**src/rtl/neopixel_pkg.sv**
```systemverilog
// neopixel_pkg: shared types and defaults for the WS2812 transmit encoder.
//   state_t          encoder FSM states (IDLE/HIGH/LOW/LATCH)
//   *_CYC_DEF        default timing constants for a 50 MHz clock
//   NEOPIXEL_WORD_W  GRB pixel word width
package neopixel_pkg;

   localparam int NEOPIXEL_WORD_W = 24;

   localparam int T0H_CYC_DEF    = 20;    // 400 ns
   localparam int T1H_CYC_DEF    = 40;    // 800 ns
   localparam int TBIT_CYC_DEF   = 63;    // ~1.26 us
   localparam int TRESET_CYC_DEF = 2500;  // 50 us

   typedef enum logic [1:0] {
      IDLE  = 2'd0,
      HIGH  = 2'd1,
      LOW   = 2'd2,
      LATCH = 2'd3
   } state_t;

   function automatic int max2(input int a, input int b);
      return (a > b) ? a : b;
   endfunction

endpackage

```
**src/rtl/neopixel_bit_timer.sv**
```systemverilog
// neopixel_bit_timer: loadable down-counter shared by the HIGH, LOW and LATCH
// phases. Loading N-1 makes the phase last N cycles; expire is high in the
// last cycle of the phase (count at zero). The count holds at zero and never
// wraps.
//   clk, rst   clock, async active-low reset
//   load       load strobe (wins over counting)
//   load_val   value loaded (phase length - 1)
//   expire     count is zero
module neopixel_bit_timer #(
   parameter int CNT_W = 12
) (
   input  logic             clk,
   input  logic             rst,
   input  logic             load,
   input  logic [CNT_W-1:0] load_val,
   output logic             expire
);

   logic [CNT_W-1:0] cnt;

   always_ff @(posedge clk or negedge rst) begin
      if (!rst)               cnt <= '0;
      else if (load)          cnt <= load_val;
      else if (cnt != '0)     cnt <= cnt - 1'b1;
   end

   assign expire = (cnt == '0);

endmodule

```
**src/rtl/neopixel_tx_encoder.sv**
```systemverilog
// neopixel_tx_encoder: pops GRB words from the pixel FIFO and serialises them
// MSB first in WS2812 one-wire timing, closing each frame with a low latch
// period followed by a one-cycle frame_done pulse.
//   clk, rst      clock, async active-low reset
//   fifo_data     FIFO head word, valid while fifo_empty=0
//   fifo_empty    FIFO empty flag
//   fifo_rd_en    registered one-cycle pop strobe per word
//   tx_en         allows a frame or the next word to start
//   dout          serial data (registered)
//   busy          high outside IDLE
//   frame_done    registered pulse after the latch period
// Build option: NEOPIXEL_OUT_INVERT_EN inverts dout (reset/idle level 1) for
// inverting level shifters; timing is unchanged.
module neopixel_tx_encoder
   import neopixel_pkg::*;
#(
   parameter int U_WORD_WIDTH = NEOPIXEL_WORD_W,
   parameter int T0H_CYC      = T0H_CYC_DEF,
   parameter int T1H_CYC      = T1H_CYC_DEF,
   parameter int TBIT_CYC     = TBIT_CYC_DEF,
   parameter int TRESET_CYC   = TRESET_CYC_DEF
) (
   input  logic                    clk,
   input  logic                    rst,
   input  logic [U_WORD_WIDTH-1:0] fifo_data,
   input  logic                    fifo_empty,
   output logic                    fifo_rd_en,
   input  logic                    tx_en,
   output logic                    dout,
   output logic                    busy,
   output logic                    frame_done
);

   if (!(T0H_CYC >= 1 && T0H_CYC < T1H_CYC && T1H_CYC < TBIT_CYC &&
         TRESET_CYC >= 1 && U_WORD_WIDTH >= 2)) begin : g_param_chk
      $fatal(1, "neopixel_tx_encoder: illegal timing parameters");
   end

   localparam int CNT_W = $clog2(max2(TBIT_CYC, TRESET_CYC) + 1);
   localparam int IDX_W = max2($clog2(U_WORD_WIDTH), 1);

   // Timer load values are phase length - 1.
   localparam logic [CNT_W-1:0] LD_H0  = CNT_W'(T0H_CYC - 1);
   localparam logic [CNT_W-1:0] LD_H1  = CNT_W'(T1H_CYC - 1);
   localparam logic [CNT_W-1:0] LD_L0  = CNT_W'(TBIT_CYC - T0H_CYC - 1);
   localparam logic [CNT_W-1:0] LD_L1  = CNT_W'(TBIT_CYC - T1H_CYC - 1);
   localparam logic [CNT_W-1:0] LD_RST = CNT_W'(TRESET_CYC - 1);

`ifdef NEOPIXEL_OUT_INVERT_EN
   localparam logic DOUT_IDLE = 1'b1;
`else
   localparam logic DOUT_IDLE = 1'b0;
`endif

   state_t                  state, nxt_state;
   logic [U_WORD_WIDTH-1:0] shift_reg;
   logic [IDX_W-1:0]        bit_idx;
   logic                    tmr_load, tmr_exp;
   logic [CNT_W-1:0]        tmr_val;
   logic                    can_load, load_word, shift;

   neopixel_bit_timer #(.CNT_W(CNT_W)) u_timer (
      .clk      (clk),
      .rst      (rst),
      .load     (tmr_load),
      .load_val (tmr_val),
      .expire   (tmr_exp)
   );

   always_ff @(posedge clk or negedge rst) begin
      if (!rst) state <= IDLE;
      else      state <= nxt_state;
   end

   always_comb begin
      nxt_state = state;
      tmr_load  = 1'b0;
      tmr_val   = '0;
      load_word = 1'b0;
      shift     = 1'b0;
      can_load  = tx_en && !fifo_empty;
      case (state)
         IDLE: begin
            if (can_load) begin
               load_word = 1'b1;
               nxt_state = HIGH;
               tmr_load  = 1'b1;
               tmr_val   = fifo_data[U_WORD_WIDTH-1] ? LD_H1 : LD_H0;
            end
         end
         HIGH: begin
            if (tmr_exp) begin
               nxt_state = LOW;
               tmr_load  = 1'b1;
               tmr_val   = shift_reg[U_WORD_WIDTH-1] ? LD_L1 : LD_L0;
            end
         end
         LOW: begin
            if (tmr_exp) begin
               tmr_load = 1'b1;
               if (bit_idx != '0) begin
                  // High time of the next bit comes from the bit about to
                  // become the MSB.
                  shift     = 1'b1;
                  nxt_state = HIGH;
                  tmr_val   = shift_reg[U_WORD_WIDTH-2] ? LD_H1 : LD_H0;
               end else if (can_load) begin
                  // Back-to-back word: no gap after the last low cycle.
                  load_word = 1'b1;
                  nxt_state = HIGH;
                  tmr_val   = fifo_data[U_WORD_WIDTH-1] ? LD_H1 : LD_H0;
               end else begin
                  nxt_state = LATCH;
                  tmr_val   = LD_RST;
               end
            end
         end
         LATCH: begin
            if (tmr_exp) nxt_state = IDLE;
         end
         default: nxt_state = IDLE;
      endcase
   end

   always_ff @(posedge clk or negedge rst) begin
      if (!rst) begin
         shift_reg  <= '0;
         bit_idx    <= '0;
         fifo_rd_en <= 1'b0;
         frame_done <= 1'b0;
         dout       <= DOUT_IDLE;
      end else begin
         fifo_rd_en <= load_word;
         frame_done <= (state == LATCH) && tmr_exp;
         // Registered from next state so dout lines up with the HIGH state.
         dout       <= (nxt_state == HIGH) ^ DOUT_IDLE;
         if (load_word) begin
            shift_reg <= fifo_data;
            bit_idx   <= IDX_W'(U_WORD_WIDTH - 1);
         end else if (shift) begin
            shift_reg <= shift_reg << 1;
            bit_idx   <= bit_idx - 1'b1;
         end
      end
   end

   assign busy = (state != IDLE);

endmodule

```
**config.mk**
```make
export PLATFORM = sky130hd
export DESIGN_NAME = neopixel_tx_encoder
export DESIGN_NICKNAME = d
export VERILOG_FILES = /design/src/rtl/neopixel_pkg.sv /design/src/rtl/neopixel_bit_timer.sv /design/src/rtl/neopixel_tx_encoder.sv
export SDC_FILE = /design/constraint.sdc
export NUM_CORES = 1
export LEC_CHECK = 0
export CAP_MARGIN = 30
export CELL_PAD_IN_SITES_DETAIL_PLACEMENT = 0
export CELL_PAD_IN_SITES_GLOBAL_PLACEMENT = 1
export CORE_ASPECT_RATIO = 0.8
export CORE_MARGIN = 2
export CORE_UTILIZATION = 25
export DETAILED_ROUTE_END_ITERATION = 7
export PLACE_DENSITY_LB_ADDON = 0.1
export SYNTH_ARGS = -nofsm -noshare
export SYNTH_HDL_FRONTEND = slang
export SYNTH_SLANG_ARGS = --single-unit
```
**constraint.sdc**
```tcl
create_clock -name clk -period 6.2 [get_ports clk]
set_input_delay 0.93 -clock clk [delete_from_list [all_inputs] [get_ports clk]]
set_output_delay 0.93 -clock clk [all_outputs]
set_load 0.01 [all_outputs]
```
After elaboration in Yosys (flattened, before gate mapping) --
Index checks and enable logic that the tools add are counted.
Storage, ports and cells: register bits 46, input port bits 28, word-level logic and storage cells 55
Cells by class: $add $sub $neg 2, equal/unequal tests 4, mux-type cells 31, reductions and logical operators 11
Operator list (number):
- $mux 12 | 5
- $mux 24 | 2
- $pmux 12 s3 | 1
- $mux 6 | 5
- $logic_not 12->1 | 1
- $mux 2 | 6
- $reduce_bool 12->1 | 1
- $sub 12x1->12 const B | 1
- $mux 5 | 2
- $pmux 2 s4 | 1
- $mux 1 | 7
- $reduce_bool 2->1 | 3
- $reduce_bool 5->1 | 1
- $sub 5x1->5 const B | 1
- $eq 2x1->1 const B | 2
- $eq 2x2->1 const B | 2
- $pmux 1 s2 | 2
- $logic_and 1x1->1 | 2
- $logic_not 2->1 | 1
- $reduce_or 2->1 | 1
- $logic_not 1->1 | 1

Depth between registers and ports, before layout --
Gate-level depths: netlist of run 1.
word-level depth 7, gate-level depth with buffers 9

Cells and area by module --
From an unflattened synthesis of run 1, not the netlist that was laid out.
Second synthesis, totals: cell total of the unflattened synthesis 278, area, all modules 2539.9 µm²
By module, submodules not included:
- neopixel_tx_encoder | instances 1, cells each 206, area each 1809.2 µm², seq. area each 850.8 µm²
- neopixel_bit_timer | instances 1, cells each 72, area each 730.7 µm², seq. area each 300.3 µm²

Least setup slack after synthesis of run 1 --
OpenSTA, ideal clock, no wires.
path kind flip-flop to flip-flop, start point register u_timer.cnt[7], end point register bit_idx[3], library setup time 0.118 ns, arrival time 2.191 ns, slack 3.890 ns, stages on the path, launching flop included 7, buffers on the path 1, period minus slack after synthesis 2.310 ns, cells stage by stage dfrtp_1 -> or4_4 -> buf_6 -> or4_4 -> or4_1 -> mux2i_1 -> nor2_1
Between the ends: longest elaborated chain between the ends 4
Ends and longest elaborated chain:
- from (decl) | line neopixel_bit_timer.sv:19 | logic [CNT_W-1:0] cnt;
- from (signal assigned) | line neopixel_bit_timer.sv:23 | else if (load) cnt <= load_val;
- from (signal assigned) | line neopixel_bit_timer.sv:24 | else if (cnt != '0) cnt <= cnt - 1'b1;
- $logic_not 12->1 (*) | line neopixel_bit_timer.sv:27 | assign expire = (cnt == '0);
- $mux 1 | line neopixel_tx_encoder.sv:99 | if (tmr_exp) begin
- $pmux 1 s2 / $mux 1 (equally long branches) | line neopixel_tx_encoder.sv:82 | case (state)
- $mux 5 / $reduce_bool 2->1 (equally long branches)
- to (signal assigned) | line neopixel_tx_encoder.sv:139 | bit_idx <= IDX_W'(U_WORD_WIDTH - 1);
- to (signal assigned) | line neopixel_tx_encoder.sv:142 | bit_idx <= bit_idx - 1'b1;
- to (decl) | line neopixel_tx_encoder.sv:57 | logic [IDX_W-1:0] bit_idx;
Every way passes the cells marked *; elsewhere a longest branch is shown, timed or not. A chain may end at the register's enable or synchronous reset.

Final worst setup path of run 1 --
start point register u_timer.cnt[5], end point register shift_reg[13]
Between the ends: longest elaborated chain between the ends 4
Ends and longest elaborated chain:
- $logic_not 12->1 (*) | line neopixel_bit_timer.sv:27
- $mux 1 | line neopixel_tx_encoder.sv:99
- $pmux 1 s2 / $mux 1 (equally long branches) | line neopixel_tx_encoder.sv:82
- $mux 24 / $reduce_bool 2->1 (equally long branches)
- to (signal assigned) | line neopixel_tx_encoder.sv:138 | shift_reg <= fifo_data;
- to (signal assigned) | line neopixel_tx_encoder.sv:141 | shift_reg <= shift_reg << 1;
- to (decl) | line neopixel_tx_encoder.sv:56 | logic [U_WORD_WIDTH-1:0] shift_reg;
Marks and branches as above.

==> flow_summary.ini, run 1 <==
[synthesis]
ys.flop_type = dfrtp_1
yosys_warnings = 0
netlist_area_mm2 = 0.00251
syn_nets = 268
synth_edf_count = 0
netlist_instances = 232
ys_seq_area_frac = 0.458
async_reset_ff_frac = 1.00
synth_cell_types = 49
synth_area_per_cell_um2 = 10.8
ys_ff_latch = 46

[cells_and_area]
diodes = 0
final_area_mm2 = 0.00307
regArea_mm2 = 0.00115
utilization = 0.317
largest_register_ffs = 24
nNetsFinal = 297
multiInputGateArea_mm2 = 0.00122
fillCellCount = 1041
drive_gt1_frac = 0.0992
area_delta_synth_final_pct = 22.2

[floorplanning]
ios = 32
rows = 32
die_h_um = 93.6
dieArea_mm2 = 0.0109
die_w_um = 116
core_mm2 = 0.00969
initial_core_util = 0.259

[timing]
hold_viol_final = 0
setup_tns_ps = 0
worst_clock_skew_ps = 9.24
slew_headroom = 0.379
drv_slew = 0
whs_ps = 495
fmax_mhz = 365
setup_viol = 0
period_needed_ps = 2740
worst_pin_slew_ps = 923
finalCritPeriodShare = 0.442
rsz0062_at_grt = false

[clock_tree]
hold_buffers = 0
clockBufferDepth = 2
cts_tree = yes
root_buffer = clkbuf_16
cts_buffers = 5
clk_pin_slew_ps = 70
clk_latency_ps = 290
htreeDepth = 2
post-cts-setup-buffer-count = 0
ctsResizeCount = 0
cts_sinks = 46

[global_route]
grtUsageTotal = 0.122
antenna_found_initial = 0
grt_pass1_wl_um = 10100
grt-ovfl-total = 0
grt_max_degree = 47
grt_pass1_vias = 1864

[worst_setup_path]
worst_setup_path_end_kind = flop
worst-setup-path-type = flop to flop
crit_arrival_ps = 2900
crit_chain = or4_1 > nor4_4 > a21oi_2 > and2_1 > a221o_1
slowest_delay_ps = 710
worst-path-buf-inv = 0
cp.required_ps = 6370
startpoint_type = flop
crit_family = simple AND/OR/NAND/NOR gates
cp_slowest_cell = or4_1
cp_max_fo = 24

[drt]
antenna_left = 0
wl_met1_um = 3250
wl_per_cell_um = 15.3
drt_wl_total_um = 6080
drc = 0
drtPass1Iterations = 4
via_per_inst = 4.58
drt_iter0_drc = 82
top_layer_used = met4
met2_length_um = 2600
wl_met3_um = 190
vias = 1823

[place]
gp_congestion = 0.720
place_hpwl_um = 4180
portBuffers = 31
dpl-instance-area_mm2 = 0.00290

[pwr]
ir_drop_mv = 0.128
cellLeakagePower_uw = 0.00127
power.density_mw_per_mm2 = 395

[hold_path]
hold_class = flop to flop

[status]
outcome = finished, final reports clean

[run]
max-cap-violations = 0
## cell type report
| type | instances | share of cell area |
|---|---|---|
| clock buffer | 6 | 0.0420 |
| clock inverter | 2 | 0.0122 |
| inverter | 9 | 0.0126 |
| multi-input combinational | 166 | 0.398 |
| sequential | 46 | 0.375 |
| tap | 136 | 0.0555 |
| timing repair buffer | 33 | 0.104 |
## Yosys cell counts, types with 3 or more instances
master    count  area [um^2]
a21oi_1       9         45.0
a221o_1      22          220
a31oi_1       3         18.8
and2_0        6         37.5
and2_1       19          119
buf_6         7         78.8
dfrtp_1      46         1150
ha_1          8          100
inv_1         8         30.0
mux2i_1       5         50.1
nand2_1      11         41.3
nand2b_1      3         18.8
nand3_1       4         20.0
nor2_1       12         45.0
nor2b_1       3         18.8
nor3_1        5         25.0
o21ai_0       9         45.0
or4_4         3         33.8
xnor2_1       5         43.8
xor2_1        5         43.8
## stage by stage
stage | std cells | setup WS (ps) | power (uW)
after detailed placement | 390 | 3150 | 906
after CTS | 398 | 3430 | 1230
final | 398 | 3460 | 1210
after floorplan | 232 | 3890 | 807
after global routing | 398 | 3210 | 1310
after global placement | 390 | 3110 | 922
## per-layer routing
| layer | global-route usage | vias up |
|---|---|---|
| li1 | - | 913 |
| met1 | 0.186 | 883 |
| met2 | 0.172 | 25 |
| met3 | 0.0318 | 2 |
| met4 | 0.0268 | 0 |
| met5 | 0 | - |
## placed cells by master (no fill, tap or decap), drive strengths merged, types with 2 or more instances in the layout
| cell type | synthesis | final |
|---|---|---|
| a21oi | 10 | 10 |
| a221o | 22 | 22 |
| a22oi | 2 | 2 |
| a31oi | 3 | 3 |
| and2 | 25 | 25 |
| and3 | 2 | 2 |
| buf | 10 | 3 |
| clkbuf | 1 | 6 |
| clkdlybuf4s50 | 0 | 30 |
| dfrtp | 46 | 46 |
| ha | 8 | 8 |
| inv | 8 | 8 |
| mux2i | 5 | 5 |
| nand2 | 13 | 13 |
| nand2b | 3 | 3 |
| nand3 | 4 | 4 |
| nand3b | 2 | 2 |
| nor2 | 12 | 12 |
| nor2b | 3 | 3 |
| nor3 | 5 | 5 |
| nor4 | 4 | 4 |
| nor4b | 2 | 2 |
| o211ai | 2 | 2 |
| o21ai | 11 | 11 |
| o31ai | 2 | 2 |
| or4 | 5 | 5 |
| xnor2 | 5 | 5 |
| xor2 | 5 | 5 |
## final timing paths
kind	from	end	slack, ps	cells past startpoint
setup reg to reg	u_timer.cnt[5]$_DFFE_PN0P_	shift_reg[13]$_DFFE_PN0P_	3460	5
max in group asynchronous	rst	u_timer.cnt[5]$_DFFE_PN0P_	5040	2
setup / recovery	u_timer.cnt[5]$_DFFE_PN0P_	shift_reg[13]$_DFFE_PN0P_	3460	5
min in group asynchronous	rst	dout$_DFF_PN0_	730	2
hold / removal	shift_reg[8]$_DFFE_PN0P_	shift_reg[9]$_DFFE_PN0P_	500	1
hold reg to reg	shift_reg[8]$_DFFE_PN0P_	shift_reg[9]$_DFFE_PN0P_	500	1
## power breakdown
part	leakage, uW	switching, uW	internal [uW]	total, uW
Clock	0.0000771	118	191	309
Combinational	0.000623	200	206	406
Sequential	0.000566	86.2	409	495
## logic make-up (layout without fill, tap and decap cells)
| logic type | after synthesis | in the layout | share of synthesized area |
|---|---|---|---|
| AND/OR/NAND/NOR | 84 | 84 | 0.203 |
| AO/OA/AOI/OAI | 58 | 58 | 0.184 |
| flip-flops | 46 | 46 | 0.458 |
| buffers and inverters | 20 | 50 | 0.0553 |
| XOR/XNOR | 10 | 10 | 0.0349 |
| adder cells (fa/ha/maj) | 8 | 8 | 0.0399 |
| multiplexers | 6 | 6 | 0.0244 |
(Power assumes the default switching activity.)
==> inputs of run 2 (changes only) <==
Clock period 6.2 ns to 2.45 ns, I/O delays scaled along.
==> flow_summary.ini, run 2 (synthesized netlist as in run 1, its figures left out) <==
[timing]
setup_tns_ps = 0
layout_setup_ws_ps = 97.9
drv_slew = 0
period_needed_ps = 2350
finalCritPeriodShare = 0.960
fmax_mhz = 425
whs_ps = 52.7
setup_viol = 0
worst_pin_slew_ps = 531
worst_clock_skew_ps = 6.53
rsz0062_at_grt = false
slew_headroom = 0.645
hold_viol_final = 0

[worst_setup_path]
crit_arrival_ps = 2530
startpoint_type = flop
worst_setup_path_end_kind = flop
cp_max_fo = 5
cp.required_ps = 2620
reg2reg_setup_slack_ps = 100
worst-setup-path-type = flop to flop

[cells_and_area]
fillCellCount = 1019
final_cell_mix = dfrtp_1, clkdlybuf4s50_1, a221o_1, and2_1, buf_4
nNetsFinal = 315
final_area_mm2 = 0.00324
final_common_cell = dfrtp_1
drive_gt1_frac = 0.164
utilization = 0.335
area_delta_synth_final_pct = 29.1
diodes = 0
largest_register_ffs = 24

[floorplanning]
ios = 32
core_mm2 = 0.00969
rows = 32
die_h_um = 93.6
initial_core_util = 0.259
dieArea_mm2 = 0.0109
die_w_um = 116

[drt]
vias = 1896
drt_wl_total_um = 6350
antenna_left = 0
wl_per_cell_um = 15.3
drt_iter0_drc = 158
via_per_inst = 4.56
drtPass1Iterations = 4
drc = 0

[clock_tree]
clk_pin_slew_ps = 60
clockBufferDepth = 2
cts_tree = yes
cts_sinks = 46
cts_buffers = 5
root_buffer = clkbuf_16
htreeDepth = 2
clk_latency_ps = 290

[pwr]
ir_drop_mv = 0.385
power.density_mw_per_mm2 = 972
cellLeakagePower_uw = 0.00137

[place]
dpl-instance-area_mm2 = 0.00305
portBuffers = 31
place_ws_ps = 4.77
place_hpwl_um = 4530
gp_congestion = 0.715

[global_route]
grtUsageTotal = 0.130
antenna_found_initial = 0
grt_pass1_vias = 2014
grt-ovfl-total = 0
grt_pass1_wl_um = 10700
grt_max_degree = 47

[run]
max-cap-violations = 0

[status]
outcome = finished, final reports clean

[hold_path]
hold_class = input pin to async pin
[run 2: cell types whose count changed in the layout (fill, tap and decap cells not counted)]
cell	change
buf_4	+16
buf_12	+2
a21oi_2	-1
a21oi_4	+1
nor2_1	-1
nor2_2	+1
or4_1	-1
or4_4	+1
[run 2: area by class of cell]
| class | instances | area [um^2] | area share |
|---|---|---|---|
| timing repair buffer | 51 | 480 | 0.148 |
| tap | 136 | 170 | 0.0525 |
| inverter | 9 | 38.8 | 0.0120 |
| sequential | 46 | 1150 | 0.355 |
| clock buffer | 6 | 129 | 0.0398 |
| multi-input combinational | 166 | 1230 | 0.381 |
| clock inverter | 2 | 37.5 | 0.0116 |
[run 2: power breakdown]
| group | switching (uW) | internal [uW] |
|---|---|---|
| sequential | 199 | 1040 |
| combinational | 552 | 595 |
| clock | 287 | 482 |
[run 2: what timing repair did]
item,4_1_cts,5_1_grt
hold buffers,0,0
endpoints found under the setup margin,20,27
buffers inserted,0,1
pin swaps,0,2
gates resized for setup,2,1
[run 2: worst max-delay path: stages, from the launching register on]
cell and delay (ps):
dfrtp_1 420, or4_4 560, or4_4 580, or4_1 460
mux2i_1 170, nor2_1 50
[run 2: metal layers]
layer  GRT usage  vias up  wire, um
met4      0.0357        0        55
met3      0.0318        7       217
met2       0.174       23      2670
met5           0        -         0
li1            -      947         -
met1       0.202      919      3400
[run 2: worst paths after layout]
| path | from | endpoint | cells after the start |
|---|---|---|---|
| max | u_timer.cnt[7]$_DFFE_PN0P_ | bit_idx[3]$_DFFE_PN0P_ | 5 |
| max reg2reg | u_timer.cnt[7]$_DFFE_PN0P_ | bit_idx[3]$_DFFE_PN0P_ | 5 |
| max in group asynchronous | rst | shift_reg[12]$_DFFE_PN0P_ | 2 |
| min reg2reg | shift_reg[7]$_DFFE_PN0P_ | shift_reg[8]$_DFFE_PN0P_ | 1 |
| min in group clk | shift_reg[7]$_DFFE_PN0P_ | shift_reg[8]$_DFFE_PN0P_ | 1 |
| min | rst | dout$_DFF_PN0_ | 2 |
[run 2: through the flow]
stage / total power, uW / instances
2_1_floorplan: 2040 / 232
3_3_place_gp: 2400 / 407
3_5_place_dp: 2390 / 407
4_1_cts: 3200 / 415
5_1_grt: 3410 / 416
6_report: 3150 / 416
==> inputs of run 3 (changes only) <==
Settings changed: SETUP_SLACK_MARGIN set to 0.4, SYNTH_HIERARCHICAL set to 1.
==> flow_summary.ini, run 3 <==
[synthesis]
netlist_instances = 278
ys_ff_latch = 46
synth_cell_types = 55
synth_area_per_cell_um2 = 9.14
synth_top_area_share = 0.453
synth_fa_ha_area_frac = 0.0394
synth-simple-area-share = 0.244
synthXorXnorAreaFrac = 0.0172
async_reset_ff_frac = 1.00
netlist_area_mm2 = 0.00254
synth_most_common_cell = nand2_1
synthMuxAreaShare = 0.0123
synth-compound-area-share = 0.180
synth_edf_count = 0
synthTopCellsByArea = dfrtp_1, nand2_1, a31oi_1
yosys.area.top_type = dfrtp_1
yosys_warnings = 6
ys.flop_type = dfrtp_1
ys_seq_area_frac = 0.453
synth_top_family_by_area = simple AND/OR/NAND/NOR gates
synth_commonest_cells = nand2_1, dfrtp_1, nor2_1

[worst_setup_path]
worst_setup_path_end_kind = flop
worst-setup-path-type = flop to flop
crit_arrival_ps = 2210
cp_max_fo = 6
cp.required_ps = 2630
startpoint_type = flop

[cells_and_area]
area_delta_synth_final_pct = 35.4
fillCellCount = 1043
final_cell_mix = nand2_1, dfrtp_1, nor2_1, clkdlybuf4s50_1, buf_4
drive_gt1_frac = 0.191
nNetsFinal = 370
final_common_cell = nand2_1
largest_register_ffs = 24
utilization = 0.352
diodes = 0

[place]
place_hpwl_um = 4420
place_ws_ps = 112
portBuffers = 31
gp_congestion = 0.783

[floorplanning]
die_w_um = 117
die_h_um = 94.2
rows = 32
ios = 32
initial_core_util = 0.260
core_mm2 = 0.00977
dieArea_mm2 = 0.0110

[clock_tree]
htreeDepth = 2
cts_tree = yes
cts_buffers = 5
clk_latency_ps = 290
clockBufferDepth = 2
root_buffer = clkbuf_16
cts_sinks = 46
clk_pin_slew_ps = 70

[timing]
period_needed_ps = 2030
setup_viol = 0
hold_viol_final = 0
worst_clock_skew_ps = 8.57
drv_slew = 0
whs_ps = 472
setup_tns_ps = 0
rsz0062_at_grt = true
fmax_mhz = 493
finalCritPeriodShare = 0.828
worst_pin_slew_ps = 598
layout_setup_ws_ps = 422
slew_headroom = 0.598

[pwr]
power.density_mw_per_mm2 = 476
cellLeakagePower_uw = 0.00145
ir_drop_mv = 0.203

[drt]
via_per_inst = 4.60
antenna_left = 0
vias = 2166
drtPass1Iterations = 4
drt_iter0_drc = 99
drc = 0
wl_per_cell_um = 14.0
drt_wl_total_um = 6600

[global_route]
use_met3 = 0.0303
grt.busiest_layer = met1
grtUsageTotal = 0.131
grt_pass1_vias = 2169
met2_usage = 0.185
grt_pass1_wl_um = 11000
grt_max_degree = 27
grt-ovfl-total = 0
met1_usage = 0.190
antenna_found_initial = 0

[run]
max-cap-violations = 0

[status]
outcome = finished, final reports clean

[hold_path]
hold_class = input pin to async pin
## run 3: final cells by class
type                            instances  area (um^2)  area share
Multi-Input combinational cell        207         1350       0.391
Sequential cell                        46         1150       0.335
Timing Repair Buffer                   61          559       0.163
Tap cell                              136          170      0.0495
Clock buffer                            5          125      0.0364
Inverter                               13         48.8      0.0142
Clock inverter                          3         40.0      0.0116
## run 3: timing repair
action,4_1_cts,5_1_grt
endpoints found under the hold margin,8,0
endpoints found under the setup margin,41,42
buffers inserted,10,4
cloned,1,0
hold buffers,1,0
pin swaps,2,4
gates resized for setup,8,4
## run 3: layer usage
metal,vias to the layer above,wire length (um),part of all wire
met5,-,0,0
met4,0,133,0.020
met3,9,221,0.033
met2,27,2820,0.43
met1,1041,3430,0.52
li1,1089,-,-
## run 3: logic make-up after synthesis
group	Yosys count
xor gates and xnor gates	5
and+or+nand+nor	121
muxes	3
buffers and inverters	27
other	1
DFF	46
AOI/OAI and AO/OA	67
adders and majority gates	8
## run 3: through the flow
step,power [uW],cells,instance area (um^2)
finish,1640,471,3440
global placement,869,447,3110
global route,1710,471,3440
floorplan,798,279,2610
CTS,1670,467,3390
detailed placement,868,447,3110
## run 3: worst max-delay path, cell delays in order, from the launching register on
cell and delay (ps):
dfrtp_1 390, inv_2 100, ha_4 130, nor4b_4 230, nand3_2 140, inv_2 110, buf_8 110, nand2_2 90
a21oi_4 220, nor2b_1 80, a221o_1 320
## run 3: worst paths after layout
kind / startpoint / endpoint / slack (ps) / cells past startpoint
min: rst / u_timer/cnt[10]$_DFFE_PN0P_ / 470 / 2
min in group clk: shift_reg[13]$_DFFE_PN0P_ / shift_reg[14]$_DFFE_PN0P_ / 530 / 2
min reg2reg: shift_reg[13]$_DFFE_PN0P_ / shift_reg[14]$_DFFE_PN0P_ / 530 / 2
max in group asynchronous: rst / shift_reg[5]$_DFFE_PN0P_ / 1360 / 3
max: u_timer/cnt[0]$_DFFE_PN0P_ / u_timer/cnt[11]$_DFFE_PN0P_ / 420 / 10
max reg2reg: u_timer/cnt[0]$_DFFE_PN0P_ / u_timer/cnt[11]$_DFFE_PN0P_ / 420 / 10
## run 3: power by group
| group | internal (uW) | total, uW | switching, uW |
|---|---|---|---|
| Combinational | 50.1 | 82.0 | 31.9 |
| Sequential | 764 | 771 | 7.12 |
| Clock | 478 | 785 | 306 |
